==> src/rtl/simon_seg_pkg.sv <==
// Shared constants, the hex segment table and width helpers for the seven-segment scan driver.
package simon_seg_pkg;

  localparam logic [6:0] SEG_OFF = 7'h00;

  // Segment bit 0 is 'a', bit 6 is 'g'; patterns are active-high.
  function automatic logic [6:0] hex_to_seg(input logic [3:0] nib);
    logic [6:0] s;
    case (nib)
      4'h0: s = 7'h3F;
      4'h1: s = 7'h06;
      4'h2: s = 7'h5B;
      4'h3: s = 7'h4F;
      4'h4: s = 7'h66;
      4'h5: s = 7'h6D;
      4'h6: s = 7'h7D;
      4'h7: s = 7'h07;
      4'h8: s = 7'h7F;
      4'h9: s = 7'h6F;
      4'hA: s = 7'h77;
      4'hB: s = 7'h7C;
      4'hC: s = 7'h39;
      4'hD: s = 7'h5E;
      4'hE: s = 7'h79;
      default: s = 7'h71;
    endcase
    return s;
  endfunction

  function automatic int idx_width(input int num_digits);
    return (num_digits <= 1) ? 1 : $clog2(num_digits);
  endfunction

  function automatic int presc_width(input int scan_div);
    return (scan_div <= 1) ? 1 : $clog2(scan_div);
  endfunction

endpackage

==> src/rtl/simon_seg_scan_if.sv <==
// Game-core side bundle of the scan driver: staging inputs in, segment/digit pads out.
interface simon_seg_scan_if #(
  parameter int NUM_DIGITS = 2
);
  logic                    en;
  logic                    load;
  logic [4*NUM_DIGITS-1:0] value;
  logic [NUM_DIGITS-1:0]   blank;
  logic                    seg_inv;
  logic [6:0]              seg;
  logic [NUM_DIGITS-1:0]   dig;
  logic                    frame_done;

  modport master (
    output en, load, value, blank, seg_inv,
    input  seg, dig, frame_done
  );

  modport slave (
    input  en, load, value, blank, seg_inv,
    output seg, dig, frame_done
  );
endinterface

==> src/rtl/simon_seg_decode.sv <==
// Combinational nibble-to-segment decoder.
module simon_seg_decode
  import simon_seg_pkg::*;
(
  input  logic [3:0] nib_i,
  output logic [6:0] seg_o
);
  assign seg_o = hex_to_seg(nib_i);
endmodule

==> src/rtl/simon_seg_scan.sv <==
// Time-multiplexed seven-segment scan driver with frame-synchronous value commit.
// Optional leading-zero blanking is enabled by defining SIMON_SEG_LZB_EN.
module simon_seg_scan
  import simon_seg_pkg::*;
#(
  parameter int NUM_DIGITS  = 2,
  parameter int SCAN_DIV    = 1024,
  parameter int DEAD_CYCLES = 16
) (
  input  logic              wb_clk_i,
  input  logic              wb_rst_i,
  simon_seg_scan_if.slave   bus
);
  localparam int IW = idx_width(NUM_DIGITS);
  localparam int PW = presc_width(SCAN_DIV);
  localparam logic [PW-1:0] PRESC_LAST = PW'(SCAN_DIV - 1);
  localparam logic [IW-1:0] IDX_LAST   = IW'(NUM_DIGITS - 1);
  localparam logic [PW-1:0] DEAD       = PW'(DEAD_CYCLES);

`ifdef SIMON_SEG_LZB_EN
  // Digit i>0 is suppressed when it and every more-significant nibble are zero.
  function automatic logic [NUM_DIGITS-1:0] lead_zero_mask(input logic [4*NUM_DIGITS-1:0] v);
    logic [NUM_DIGITS-1:0] m;
    logic                  zero_above;
    m          = '0;
    zero_above = 1'b1;
    for (int i = NUM_DIGITS - 1; i > 0; i--) begin
      zero_above = zero_above && (v[4*i +: 4] == 4'h0);
      m[i]       = zero_above;
    end
    return m;
  endfunction
`endif

  logic [PW-1:0]           presc_q, presc_d;
  logic [IW-1:0]           idx_q, idx_d;
  logic [4*NUM_DIGITS-1:0] act_val_q, act_val_d, pend_val_q, pend_val_d;
  logic [NUM_DIGITS-1:0]   act_blank_q, act_blank_d, pend_blank_q, pend_blank_d;
  logic                    pend_q, pend_d;
  logic [6:0]              seg_q, seg_d;
  logic [NUM_DIGITS-1:0]   dig_q, dig_d;
  logic                    fd_q, fd_d;

  logic                    slot_end, boundary, blk;
  logic [NUM_DIGITS-1:0]   onehot;
  logic [3:0]              nib;
  logic [6:0]              dec_seg, pat;

  assign slot_end = bus.en && (presc_q == PRESC_LAST);
  assign boundary = slot_end && (idx_q == IDX_LAST);
  assign onehot   = NUM_DIGITS'(1) << idx_q;
  assign nib      = 4'(act_val_q >> {idx_q, 2'b00});
  assign blk      = |(act_blank_q & onehot);

  simon_seg_decode u_decode (
    .nib_i (nib),
    .seg_o (dec_seg)
  );

  assign pat = blk ? SEG_OFF : dec_seg;

  always_comb begin
    presc_d      = presc_q;
    idx_d        = idx_q;
    act_val_d    = act_val_q;
    act_blank_d  = act_blank_q;
    pend_val_d   = bus.load ? bus.value : pend_val_q;
    pend_blank_d = bus.load ? bus.blank : pend_blank_q;
    pend_d       = pend_q;

    if (!bus.en) begin
      presc_d = '0;
      idx_d   = '0;
    end else if (slot_end) begin
      presc_d = '0;
      idx_d   = boundary ? '0 : idx_q + IW'(1);
    end else begin
      presc_d = presc_q + PW'(1);
    end

    // A load in the boundary cycle bypasses the pending register.
    if (boundary) begin
      pend_d = 1'b0;
      if (bus.load || pend_q) begin
        act_val_d   = bus.load ? bus.value : pend_val_q;
        act_blank_d = bus.load ? bus.blank : pend_blank_q;
`ifdef SIMON_SEG_LZB_EN
        act_blank_d = act_blank_d | lead_zero_mask(act_val_d);
`endif
      end
    end else if (bus.load) begin
      pend_d = 1'b1;
    end

    dig_d = (bus.en && (presc_q >= DEAD)) ? onehot : '0;
    seg_d = (bus.en ? pat : SEG_OFF) ^ {7{bus.seg_inv}};
    fd_d  = boundary;
  end

  always_ff @(posedge wb_clk_i) begin
    pend_val_q   <= pend_val_d;
    pend_blank_q <= pend_blank_d;
    if (wb_rst_i) begin
      presc_q     <= '0;
      idx_q       <= '0;
      act_val_q   <= '0;
      act_blank_q <= '1;
      pend_q      <= 1'b0;
      seg_q       <= SEG_OFF;
      dig_q       <= '0;
      fd_q        <= 1'b0;
    end else begin
      presc_q     <= presc_d;
      idx_q       <= idx_d;
      act_val_q   <= act_val_d;
      act_blank_q <= act_blank_d;
      pend_q      <= pend_d;
      seg_q       <= seg_d;
      dig_q       <= dig_d;
      fd_q        <= fd_d;
    end
  end

  assign bus.seg        = seg_q;
  assign bus.dig        = dig_q;
  assign bus.frame_done = fd_q;

endmodule

==> src/flat_wrapper.sv <==
// flat-port wrapper written by rule: the top's interface ports become plain ports
module simon_seg_scan_flat import simon_seg_pkg::*;
#(
  parameter int NUM_DIGITS  = 2,
  parameter int SCAN_DIV    = 1024,
  parameter int DEAD_CYCLES = 16
)
  (wb_clk_i, wb_rst_i, bus_en, bus_load, bus_value, bus_blank, bus_seg_inv, bus_seg, bus_dig, bus_frame_done);
  simon_seg_scan_if #(.NUM_DIGITS(NUM_DIGITS)) bus_i ();
  input  logic wb_clk_i;
  input  logic wb_rst_i;
  input wire logic [$bits(bus_i.en)-1:0] bus_en;
  input wire logic [$bits(bus_i.load)-1:0] bus_load;
  input wire logic [$bits(bus_i.value)-1:0] bus_value;
  input wire logic [$bits(bus_i.blank)-1:0] bus_blank;
  input wire logic [$bits(bus_i.seg_inv)-1:0] bus_seg_inv;
  output wire logic [$bits(bus_i.seg)-1:0] bus_seg;
  output wire logic [$bits(bus_i.dig)-1:0] bus_dig;
  output wire logic [$bits(bus_i.frame_done)-1:0] bus_frame_done;
  assign bus_i.en = bus_en;
  assign bus_i.load = bus_load;
  assign bus_i.value = bus_value;
  assign bus_i.blank = bus_blank;
  assign bus_i.seg_inv = bus_seg_inv;
  assign bus_seg = bus_i.seg;
  assign bus_dig = bus_i.dig;
  assign bus_frame_done = bus_i.frame_done;
  simon_seg_scan #(.NUM_DIGITS(NUM_DIGITS), .SCAN_DIV(SCAN_DIV), .DEAD_CYCLES(DEAD_CYCLES)) u_core (.wb_clk_i(wb_clk_i), .wb_rst_i(wb_rst_i), .bus(bus_i));
endmodule
==> config.mk <==
export PLATFORM = sky130hd
export DESIGN_NAME = simon_seg_scan_flat
export DESIGN_NICKNAME = d
export VERILOG_FILES = /design/src/rtl/simon_seg_pkg.sv /design/src/rtl/simon_seg_scan_if.sv /design/src/rtl/simon_seg_decode.sv /design/src/rtl/simon_seg_scan.sv /design/src/flat_wrapper.sv
export SDC_FILE = /design/constraint.sdc
export NUM_CORES = 1
export LEC_CHECK = 0
export CAP_MARGIN = 20
export CORE_ASPECT_RATIO = 2
export CORE_MARGIN = 3
export CORE_UTILIZATION = 30
export DETAILED_ROUTE_END_ITERATION = 6
export PLACE_DENSITY = 0.58
export REMOVE_ABC_BUFFERS = 1
export SLEW_MARGIN = 10
export SYNTH_ARGS = -nofsm -noshare
export SYNTH_HDL_FRONTEND = slang
export SYNTH_SLANG_ARGS = --single-unit
==> constraint.sdc <==
create_clock -name wb_clk_i -period 6 [get_ports wb_clk_i]
set_input_delay 0.6 -clock wb_clk_i [delete_from_list [all_inputs] [get_ports wb_clk_i]]
set_output_delay 0.6 -clock wb_clk_i [all_outputs]
set_load 0.03 [all_outputs]
==> run summary, run 1 <==
Per-instance average area after synthesis: 9.86 um^2
Number of levels the H-tree was split into: 2
Post-route setup slack: 3.41 ns
Highest ir drop seen on vdd: 235 uV
CTS Hold Bufs: 0
Floorplan die area: 7360 um^2
Number of maximum-capacitance constraint violations: 0
Number of iterations in the first detailed-routing pass: 3
Clock latency on the worst-skew pair: 0.29 ns
Yosys warns: 0
Largest net degree at the start of global routing: 19
Seq/Total Area, Yosys: 0.444
I/O pin total: 25
Standard-cell row count: 40
Startpoint-to-endpoint class of the critical path: reg2reg
Wire length of the first global-routing pass: 6400 um
Max-Slew Margin vs Limit: 0.549
Clock transition at the register clock pins on the worst setup and hold paths after CTS: 0.06 ns
Clk root buf: sky130_fd_sc_hd__clkbuf_16
Worst slack on hold paths: 0.475 ns
Input/output buffers: 24
Sort of element at the start of the critical path: flip-flop
DRC violations left: 0
Maximum clock insertion buffer count: 2
Detail Placement HPWL: 2840 um
Max-slew violation count: 0
Detailed-route wire length: 3790 um
Initial antenna violation count: 0
DR vias/cell: 4.52
Clock period minus final worst setup slack: 2.59 ns
Total CTS buffers: 5
Hold Fails Final Rpt: 0
Routed wire length per instance: 12.6 um
Internal reg-to-reg setup slack: 3.41 ns
Required time of the worst setup path: 6.22 ns
Post-synth ARST share: 0
Number of stages on the worst hold path: 1
Worst reg2reg endpoint: u_core.bus.seg[5]
Antenna-violating nets left: 0
Fmax achieved: 386 MHz
Share of final-layout standard cells stronger than drive strength 1: 0.120
Via count of the first global-routing pass: 1371
Count of endpoints failing setup in the final report: 0
Area overhead of the layout relative to synthesis: 24.9%
Source of the worst hold timing path: u_core.presc_q[0]
Iteration-0 DRC Markers: 13
Distinct cells, synth: 35
Worst Hold Endpoint: u_core.presc_q[0]
Leading cell types in the layout, fill and taps excluded: sky130_fd_sc_hd__dfxtp_1 (42), sky130_fd_sc_hd__nor2_1 (30), sky130_fd_sc_hd__clkdlybuf4s50_1 (24)
Post-CTS Setup Bufs: 0
Total power draw: 0.639 mW
Unrepaired setup endpoints after global routing: no
Die height: 118 um
Cell area after layout: 2360 um^2
Number of enable-type register cells in the synthesized netlist: 0
Starting Density: 0.313
Tightest Hold Check Type: reg2reg
Count of inserted antenna diode cells: 0
Leftover overflow at the end of global routing: 0
Primary flip-flop cell chosen by synthesis mapping: sky130_fd_sc_hd__dfxtp_1
CP max FO: 15
Pre-CTS worst setup slack: 3.25 ns
Count of mapped cells out of synthesis: 192
Worst reg2reg path depth: 7
Worst clock skew: 0.00528 ns
Global-route total usage across every layer: 0.113
TritonCTS clock tree: built
Number of nets in the final layout: 238
Cell area after synthesis: 1890 um^2
Most common library cell in the layout ignoring fill and taps: sky130_fd_sc_hd__dfxtp_1
Slew at the pin closest to its max-slew limit: 0.676 ns
Last weighted congestion value of the routability-driven placer: 0.782
Element type at the critical path end: flip-flop
Total core area: 6060 um^2
Die Span X: 62.2 um
Synthesis-stage register bit count: 42
Startpoint of the worst-slack reg-to-reg timing path: u_core.idx_q
Instance area after placement: 2200 um^2
Share of the clock period used by the worst path: 0.431
Filler cell count: 608
Leakage power total: 0.873 nW
Sink Count: 42
Total vias in the final route: 1356
Final TNS setup: 0 ns
CTS-repair resized insts: 0
Power density over the cells: 270 nW/um^2
Arrival time of data at the critical path endpoint: 2.81 ns
Result of the run: finished, final reports clean
## where the power goes
| group | total (mW) | internal [mW] | switching (mW) |
|---|---|---|---|
| Combinational | 0.0401 | 0.0210 | 0.0191 |
| Clock | 0.306 | 0.195 | 0.112 |
| Sequential | 0.292 | 0.290 | 0.00278 |
| Total | 0.639 | 0.505 | 0.134 |
## state kept, by name (all words and copies together) (netlist names)
| register | flops |
|---|---|
| u_core.act_val_q | 8 |
| u_core.presc_q | 10 |
| u_core.pend_blank_q | 2 |
| u_core.bus.dig | 2 |
| u_core.idx_q | 1 |
| u_core.pend_val_q | 8 |
| u_core.act_blank_q | 2 |
| u_core.bus.frame_done | 1 |
| u_core.bus.seg | 7 |
| u_core.pend_q | 1 |
## metrics by stage
| step | util | cells |
|---|---|---|
| after global placement | 0.363 | 292 |
| after floorplan | - | 184 |
| after global routing | 0.390 | 300 |
| final | 0.390 | 300 |
| after detailed placement | 0.363 | 292 |
| after CTS | 0.390 | 300 |
## critical path: stages (launching register included)
cell and delay [ns]:
sky130_fd_sc_hd__dfxtp_1 0.75, sky130_fd_sc_hd__mux2i_1 0.58, sky130_fd_sc_hd__inv_1 0.18, sky130_fd_sc_hd__ha_1 0.27
sky130_fd_sc_hd__nand2_1 0.10, sky130_fd_sc_hd__o21ai_0 0.09, sky130_fd_sc_hd__a221oi_1 0.34, sky130_fd_sc_hd__mux2i_1 0.21
## per-layer routing
layer	wire, um	track usage	part of all wire	up-vias
li1	-	-	-	700
met5	0	0	0	-
met2	2120	0.213	0.56	17
met4	119	0.0706	0.031	0
met3	107	0.0266	0.028	6
met1	1440	0.107	0.38	633
## logic make-up after synthesis
logic type,synth area share
buf+inv,0.0370
simple gates,0.163
xor+xnor,0.0463
mux,0.179
flops,0.444
fa+ha+maj,0.0529
compound gates,0.0780
## cell usage after synthesis, types with 3 or more instances
library cell	count	area, um^2
sky130_fd_sc_hd__nor2_1	30	113
sky130_fd_sc_hd__dfxtp_1	42	841
sky130_fd_sc_hd__xnor2_1	8	70.1
sky130_fd_sc_hd__ha_1	8	100
sky130_fd_sc_hd__mux2i_1	19	190
sky130_fd_sc_hd__nor3_1	4	20.0
sky130_fd_sc_hd__mux2_2	12	135
sky130_fd_sc_hd__nand3_1	4	20.0
sky130_fd_sc_hd__a21oi_1	7	35.0
sky130_fd_sc_hd__clkbuf_1	5	18.8
sky130_fd_sc_hd__nand2_1	11	41.3
sky130_fd_sc_hd__inv_1	8	30.0
sky130_fd_sc_hd__a311oi_1	3	26.3
## worst max path at each step
stage	depth (start not counted)	to	startpoint
finish	7	u_core.bus.seg[5]	u_core.idx_q
global route	7	u_core.bus.seg[5]	u_core.idx_q
CTS	7	u_core.bus.seg[5]	u_core.idx_q
detailed placement	5	u_core.act_val_q[2]	bus_load
global placement	5	u_core.act_val_q[2]	bus_load
floorplan	7	u_core.bus.seg[5]	u_core.idx_q
## area by class of cell
type | count | area, um^2 | share of cell area
multi-input combinational | 134 | 982 | 0.416
sequential | 42 | 841 | 0.356
timing repair buffer | 24 | 240 | 0.102
clock buffer | 5 | 125 | 0.0529
tap | 84 | 105 | 0.0445
clock inverter | 3 | 40.0 | 0.0169
inverter | 8 | 30.0 | 0.0127
(Power assumes the default switching activity.)
==> run 2: changes to the inputs <==
- PLACE_DENSITY: 0.58 -> 0.59
- clock period: 6 -> 2.3 ns (I/O delays scaled with it)
==> run 2 against run 1 <==
Worst setup slack lost 3.1 ns. Routed wire length grew 5.8%. Core utilization grew 1.8 points. Critical path depth is the same. Clock power grew to 3.1 times the previous value. Sequential power grew to 2.6 times the previous value. Sequential cell count is the same. First-iteration DRC count grew 85%. Total power grew to 2.8 times the previous value. Combinational power grew to 2.7 times the previous value. Critical path type unchanged. Critical endpoint is now u_core.act_val_q[5]. Highest routed layer unchanged.
==> run summary, run 2 (same netlist as run 1, synthesis figures left out) <==
Result of the run: finished, final reports clean
Sink Count: 42 (unchanged)
Post-CTS Setup Bufs: 0 (unchanged)
Clock period minus final worst setup slack: 1.98 ns (-0.608 ns)
Most flop-heavy register: u_core.presc_q
Input/output buffers: 24 (unchanged)
Cell area after layout: 2470 um^2 (+4.5%)
Global-route total usage across every layer: 0.122 (+0.00914)
TritonCTS clock tree: built
Die Span X: 62.2 um (unchanged)
Hold Fails Final Rpt: 0 (unchanged)
Standard-cell row count: 40 (unchanged)
Worst reg2reg endpoint: u_core.act_val_q[5]
Routed wire length per instance: 13.0 um (+3.1%)
Via count of the first global-routing pass: 1510 (+10%)
Share of final-layout standard cells stronger than drive strength 1: 0.152 (+0.0314)
Antenna-violating nets left: 0 (unchanged)
Number of maximum-capacitance constraint violations: 0 (unchanged)
Number of stages on the worst hold path: 1 (unchanged)
Number of nets in the final layout: 246 (+3.4%)
Max-Slew Margin vs Limit: 0.709 (+0.160)
Leading cell types in the layout, fill and taps excluded: sky130_fd_sc_hd__dfxtp_1 (42), sky130_fd_sc_hd__nor2_1 (30), sky130_fd_sc_hd__clkdlybuf4s50_1 (24)
DR vias/cell: 4.54 (+0.49%)
Die height: 118 um (unchanged)
DRC violations left: 0 (unchanged)
Combined area of the multi-input logic cells: 982 um^2 (unchanged)
Largest net degree at the start of global routing: 18 (-1)
Most common library cell in the layout ignoring fill and taps: sky130_fd_sc_hd__dfxtp_1
Share of the clock period used by the worst path: 0.861 (+0.430)
Iteration-0 DRC Markers: 24 (+11)
Final TNS setup: 0 ns (unchanged)
Clock transition at the register clock pins on the worst setup and hold paths after CTS: 0.06 ns (about the same)
Startpoint of the worst-slack reg-to-reg timing path: u_core.presc_q[0]
Count of endpoints failing setup in the final report: 0 (unchanged)
Total vias in the final route: 1399 (+3.2%)
Clock latency on the worst-skew pair: 0.29 ns (about the same)
Starting Density: 0.313 (unchanged)
Slew at the pin closest to its max-slew limit: 0.425 ns (-0.251 ns)
Count of inserted antenna diode cells: 0 (unchanged)
Detailed-route wire length: 4010 um (+5.8%)
I/O pin total: 25 (unchanged)
Leakage power total: 0.928 nW (+6.3%)
CTS Hold Bufs: 0 (unchanged)
Max FFs per register: 10 (unchanged)
Maximum clock insertion buffer count: 2 (unchanged)
Arrival time of data at the critical path endpoint: 2.15 ns (-0.66 ns)
Total core area: 6060 um^2 (unchanged)
Worst clock skew: 0.00438 ns (-0.000904 ns)
Max-slew violation count: 0 (unchanged)
Fmax achieved: 505 MHz (+31%)
Worst reg2reg path depth: 7 (unchanged)
Wire length of the first global-routing pass: 7040 um (+9.9%)
Tightest Hold Check Type: reg2reg
Element type at the critical path end: flip-flop
Sort of element at the start of the critical path: flip-flop
Initial antenna violation count: 0 (unchanged)
Required time of the worst setup path: 2.47 ns (-3.75 ns)
CTS-repair resized insts: 0 (unchanged)
Total CTS buffers: 5 (unchanged)
Startpoint-to-endpoint class of the critical path: reg2reg
Power density over the cells: 731 nW/um^2 (+170%)
Filler cell count: 608 (unchanged)
Clk root buf: sky130_fd_sc_hd__clkbuf_16
Leftover overflow at the end of global routing: 0 (unchanged)
CP max FO: 10 (-5)
Area overhead of the layout relative to synthesis: 30.5%
Detail Placement HPWL: 3030 um (+6.6%)
Floorplan die area: 7360 um^2 (unchanged)
Internal reg-to-reg setup slack: 0.32 ns (-3.09 ns)
Instance area after placement: 2270 um^2 (+3.3%)
Source of the worst hold timing path: u_core.presc_q[0]
Number of levels the H-tree was split into: 2 (unchanged)
Highest ir drop seen on vdd: 601 uV (+160%)
Unrepaired setup endpoints after global routing: no
Flip-flop and latch area: 841 um^2 (unchanged)
Last weighted congestion value of the routability-driven placer: 0.789 (+0.88%)
Biggest regs: u_core.presc_q (10), u_core.act_val_q (8), u_core.pend_val_q (8)
Number of iterations in the first detailed-routing pass: 4 (+1)
Worst Hold Endpoint: u_core.presc_q[0]
## run 2: how the worst max path moves through the flow
| stage | startpoint | endpoint | slack [ns] |
|---|---|---|---|
| finish | u_core.presc_q[0] | u_core.act_val_q[5] | 0.32 |
| global route | u_core.presc_q[0] | u_core.act_val_q[5] | 0.12 |
| global placement | bus_en | u_core.act_val_q[1] | 0.33 |
| detailed placement | bus_en | u_core.act_val_q[5] | 0.30 |
| floorplan | u_core.idx_q | u_core.bus.seg[5] | 0.14 |
| CTS | u_core.presc_q[0] | u_core.act_val_q[5] | 0.32 |
## run 2: final cells by class
class / instances / area share
clock buffers: 6 / 0.0562
clock inverters: 2 / 0.0243
inverters: 8 / 0.0122
multi-input cells: 134 / 0.398
flip-flops and latches: 42 / 0.340
well taps: 84 / 0.0426
repair buffers: 32 / 0.127
## run 2: stage by stage
| stage | utilization | setup WS [ns] | power (mW) | instances | hold WS [ns] |
|---|---|---|---|---|---|
| final | 0.408 | 0.320 | 1.81 | 308 | 0.474 |
| after global routing | 0.408 | 0.117 | 1.87 | 308 | 0.501 |
| after CTS | 0.408 | 0.317 | 1.83 | 308 | 0.480 |
| after detailed placement | 0.375 | 0.303 | 0.890 | 300 | 0.466 |
| after global placement | 0.375 | 0.334 | 0.889 | 300 | 0.456 |
| after floorplan | - | 0.144 | 0.829 | 184 | 0.299 |
## run 2: power by group
part / internal (mW) / switching (mW) / leakage [nW]
combinational: 0.0572 / 0.0514 / 0.486
clock: 0.651 / 0.283 / 0.0971
sequential: 0.755 / 0.00756 / 0.345
## run 2: metal layers
metal | vias to the layer above | share of wire | track usage
met5 | - | 0 | 0
met4 | 0 | 0.023 | 0.0609
met3 | 6 | 0.029 | 0.0276
met2 | 19 | 0.58 | 0.234
met1 | 659 | 0.36 | 0.119
li1 | 715 | - | -
## run 2: worst max-delay path, stage by stage (launching register included)
cell and delay (ns):
sky130_fd_sc_hd__dfxtp_1 0.39, sky130_fd_sc_hd__ha_1 0.24, sky130_fd_sc_hd__nand4_2 0.16, sky130_fd_sc_hd__nor3_4 0.29
sky130_fd_sc_hd__nor3b_4 0.35, sky130_fd_sc_hd__buf_12 0.18, sky130_fd_sc_hd__mux2i_1 0.20, sky130_fd_sc_hd__nor2_1 0.06
==> run 3: changes to the inputs <==
- CORE_UTILIZATION: 30 -> 40
- PLACE_DENSITY: 0.59 -> 0.7
- clock period: 2.3 -> 2.26 ns (I/O delays scaled with it)
==> run 3 against run 2 <==
Clock skew increased by 0.0039 ns. Via count up 0.93%. Sequential share of layout area is 2.6 points higher. Combinational power hardly changed. Critical path depth stayed put. Final area shrank 7.0%. Total power fell by 24%. Sequential power up 2%. Routed wire length fell by 9.6%. Worst hold slack better by 0.0033 ns. Critical path type unchanged. Largest cell class unchanged.
==> run summary, run 3 (same netlist as run 1, synthesis figures left out) <==
Result of the run: finished, final reports clean
Die Span X: 54.6 um (-12%)
Number of iterations in the first detailed-routing pass: 4 (unchanged)
Iteration-0 DRC Markers: 12 (-50%)
Cell area after layout: 2300 um^2 (-7.0%)
Required time of the worst setup path: 2.44 ns (-0.03 ns)
Share of final-layout standard cells stronger than drive strength 1: 0.144 (-0.00764)
Number of nets in the final layout: 244 (-0.81%)
Startpoint-to-endpoint class of the critical path: reg2reg
I/O pin total: 25 (unchanged)
Internal reg-to-reg setup slack: 0.25 ns (-0.07 ns)
Max-slew violation count: 0 (unchanged)
CP max FO: 10 (unchanged)
Last weighted congestion value of the routability-driven placer: 0.833 (+5.5%)
Starting Density: 0.424 (+0.111)
Biggest regs: u_core.presc_q (10), u_core.act_val_q (8), u_core.pend_val_q (8)
Sink Count: 42 (unchanged)
Leftover overflow at the end of global routing: 0 (unchanged)
Source of the worst hold timing path: u_core.pend_val_q[6]
Max-Slew Margin vs Limit: 0.661 (-0.0471)
Count of endpoints failing setup in the final report: 0 (unchanged)
Leading cell types in the layout, fill and taps excluded: sky130_fd_sc_hd__dfxtp_1 (42), sky130_fd_sc_hd__nor2_1 (30), sky130_fd_sc_hd__clkdlybuf4s50_1 (24)
Clock latency on the worst-skew pair: 0.30 ns (about the same)
Worst reg2reg endpoint: u_core.act_val_q[1]
Routed wire length per instance: 13.1 um (+0.87%)
Standard-cell row count: 34 (-15%)
Initial antenna violation count: 0 (unchanged)
Worst reg2reg path depth: 7 (unchanged)
Number of standard cells in the layout, taps in and fillers out: 276 (-10%)
Clock transition at the register clock pins on the worst setup and hold paths after CTS: 0.08 ns (+0.02 ns)
Worst clock skew: 0.00832 ns (+0.00395 ns)
Number of maximum-capacitance constraint violations: 0 (unchanged)
Via count of the first global-routing pass: 1414 (-6.4%)
Total core area: 4470 um^2 (-26%)
CTS-repair resized insts: 0 (unchanged)
DR vias/cell: 5.12 (+13%)
Instance area after placement: 2210 um^2 (-2.9%)
Floorplan die area: 5640 um^2 (-23%)
Final TNS setup: 0 ns (unchanged)
Most flop-heavy register: u_core.presc_q
Worst slack on hold paths: 0.477 ns (+0.00333 ns)
Worst Hold Endpoint: u_core.pend_val_q[6]
Post-route met1 wirelength: 1270 um (-13%)
Global-route total usage across every layer: 0.156 (+0.0332)
Element type at the critical path end: flip-flop
Met2 wirelength from detailed routing: 2110 um (-10%)
Top metal layer carrying routed signals: met4
Total CTS buffers: 5 (unchanged)
Fmax achieved: 498 MHz (-1.4%)
Largest net degree at the start of global routing: 15 (-3)
Share of the clock period used by the worst path: 0.889 (+0.0280)
Wire length of the first global-routing pass: 6270 um (-11%)
Sort of element at the start of the critical path: flip-flop
Leakage power total: 0.862 nW (-7.0%)
Count of inserted antenna diode cells: 0 (unchanged)
Placed instance count: 268 (-11%)
Arrival time of data at the critical path endpoint: 2.18 ns (+0.03 ns)
Hold Fails Final Rpt: 0 (unchanged)
Highest ir drop seen on vdd: 525 uV (-13%)
TritonCTS clock tree: built
Maximum clock insertion buffer count: 2 (unchanged)
Post-CTS Setup Bufs: 0 (unchanged)
Power density over the cells: 597 nW/um^2 (-18%)
Pre-CTS worst setup slack: 0.217 ns (-0.0857 ns)
Slew at the pin closest to its max-slew limit: 0.498 ns (+0.0730 ns)
Antenna-violating nets left: 0 (unchanged)
Number of stages on the worst hold path: 1 (unchanged)
Clk root buf: sky130_fd_sc_hd__clkbuf_8
Die height: 103 um (-13%)
Number of levels the H-tree was split into: 2 (unchanged)
DRC violations left: 0 (unchanged)
Startpoint of the worst-slack reg-to-reg timing path: u_core.presc_q[0]
Total vias in the final route: 1412 (+0.93%)
Max FFs per register: 10 (unchanged)
Met3 wire len: 109 um (-5.2%)
Total power draw: 1.37 mW (-24%)
Tightest Hold Check Type: reg2reg
Most common library cell in the layout ignoring fill and taps: sky130_fd_sc_hd__dfxtp_1
Area overhead of the layout relative to synthesis: 21.3%
Final core occ: 0.514 (+0.106)
Detail Placement HPWL: 2850 um (-6.0%)
Detailed-route wire length: 3620 um (-9.6%)
Unrepaired setup endpoints after global routing: no
Input/output buffers: 24 (unchanged)
Post-route setup slack: 0.251 ns (-0.0688 ns)
Clock period minus final worst setup slack: 2.01 ns (+0.0288 ns)
CTS Hold Bufs: 0 (unchanged)
-- run 3: worst max-delay path by stage --
stage / startpoint / end / slack [ns] / depth (start not counted)
floorplan: u_core.idx_q / u_core.bus.seg[5] / 0.10 / 7
global placement: bus_en / u_core.act_val_q[6] / 0.29 / 7
detailed placement: bus_en / u_core.act_val_q[1] / 0.22 / 7
CTS: u_core.idx_q / u_core.bus.seg[5] / 0.23 / 7
global route: u_core.presc_q[0] / u_core.act_val_q[7] / 0.07 / 7
finish: u_core.presc_q[0] / u_core.act_val_q[1] / 0.25 / 7
-- run 3: cell type report --
cell class	count	area (um^2)
fillers	443	2170
multi-input cells	134	982
flip-flops and latches	42	841
repair buffers	30	285
clock buffers	5	68.8
well taps	54	67.6
inverters	8	30.0
clock inverters	3	21.3
-- run 3: power by group --
part / internal (mW) / leakage [nW] / switching, mW
Clock: 0.217 / 0.0441 / 0.268
Combinational: 0.0580 / 0.474 / 0.0516
Sequential: 0.768 / 0.345 / 0.00769
-- run 3: per-layer routing --
layer	GRT usage	vias up
met5	0	-
met2	0.284	25
met4	0.111	0
met3	0.0316	12
met1	0.141	657
li1	-	718
-- run 3: worst max-delay path, cell delays in order, from the launching register on --
cell and delay (ns):
sky130_fd_sc_hd__dfxtp_1 0.40, sky130_fd_sc_hd__ha_1 0.25, sky130_fd_sc_hd__nand4_2 0.17, sky130_fd_sc_hd__nor3_4 0.30, sky130_fd_sc_hd__nor3b_4 0.28, sky130_fd_sc_hd__buf_4 0.24, sky130_fd_sc_hd__mux2i_1 0.20, sky130_fd_sc_hd__nor2_1 0.05
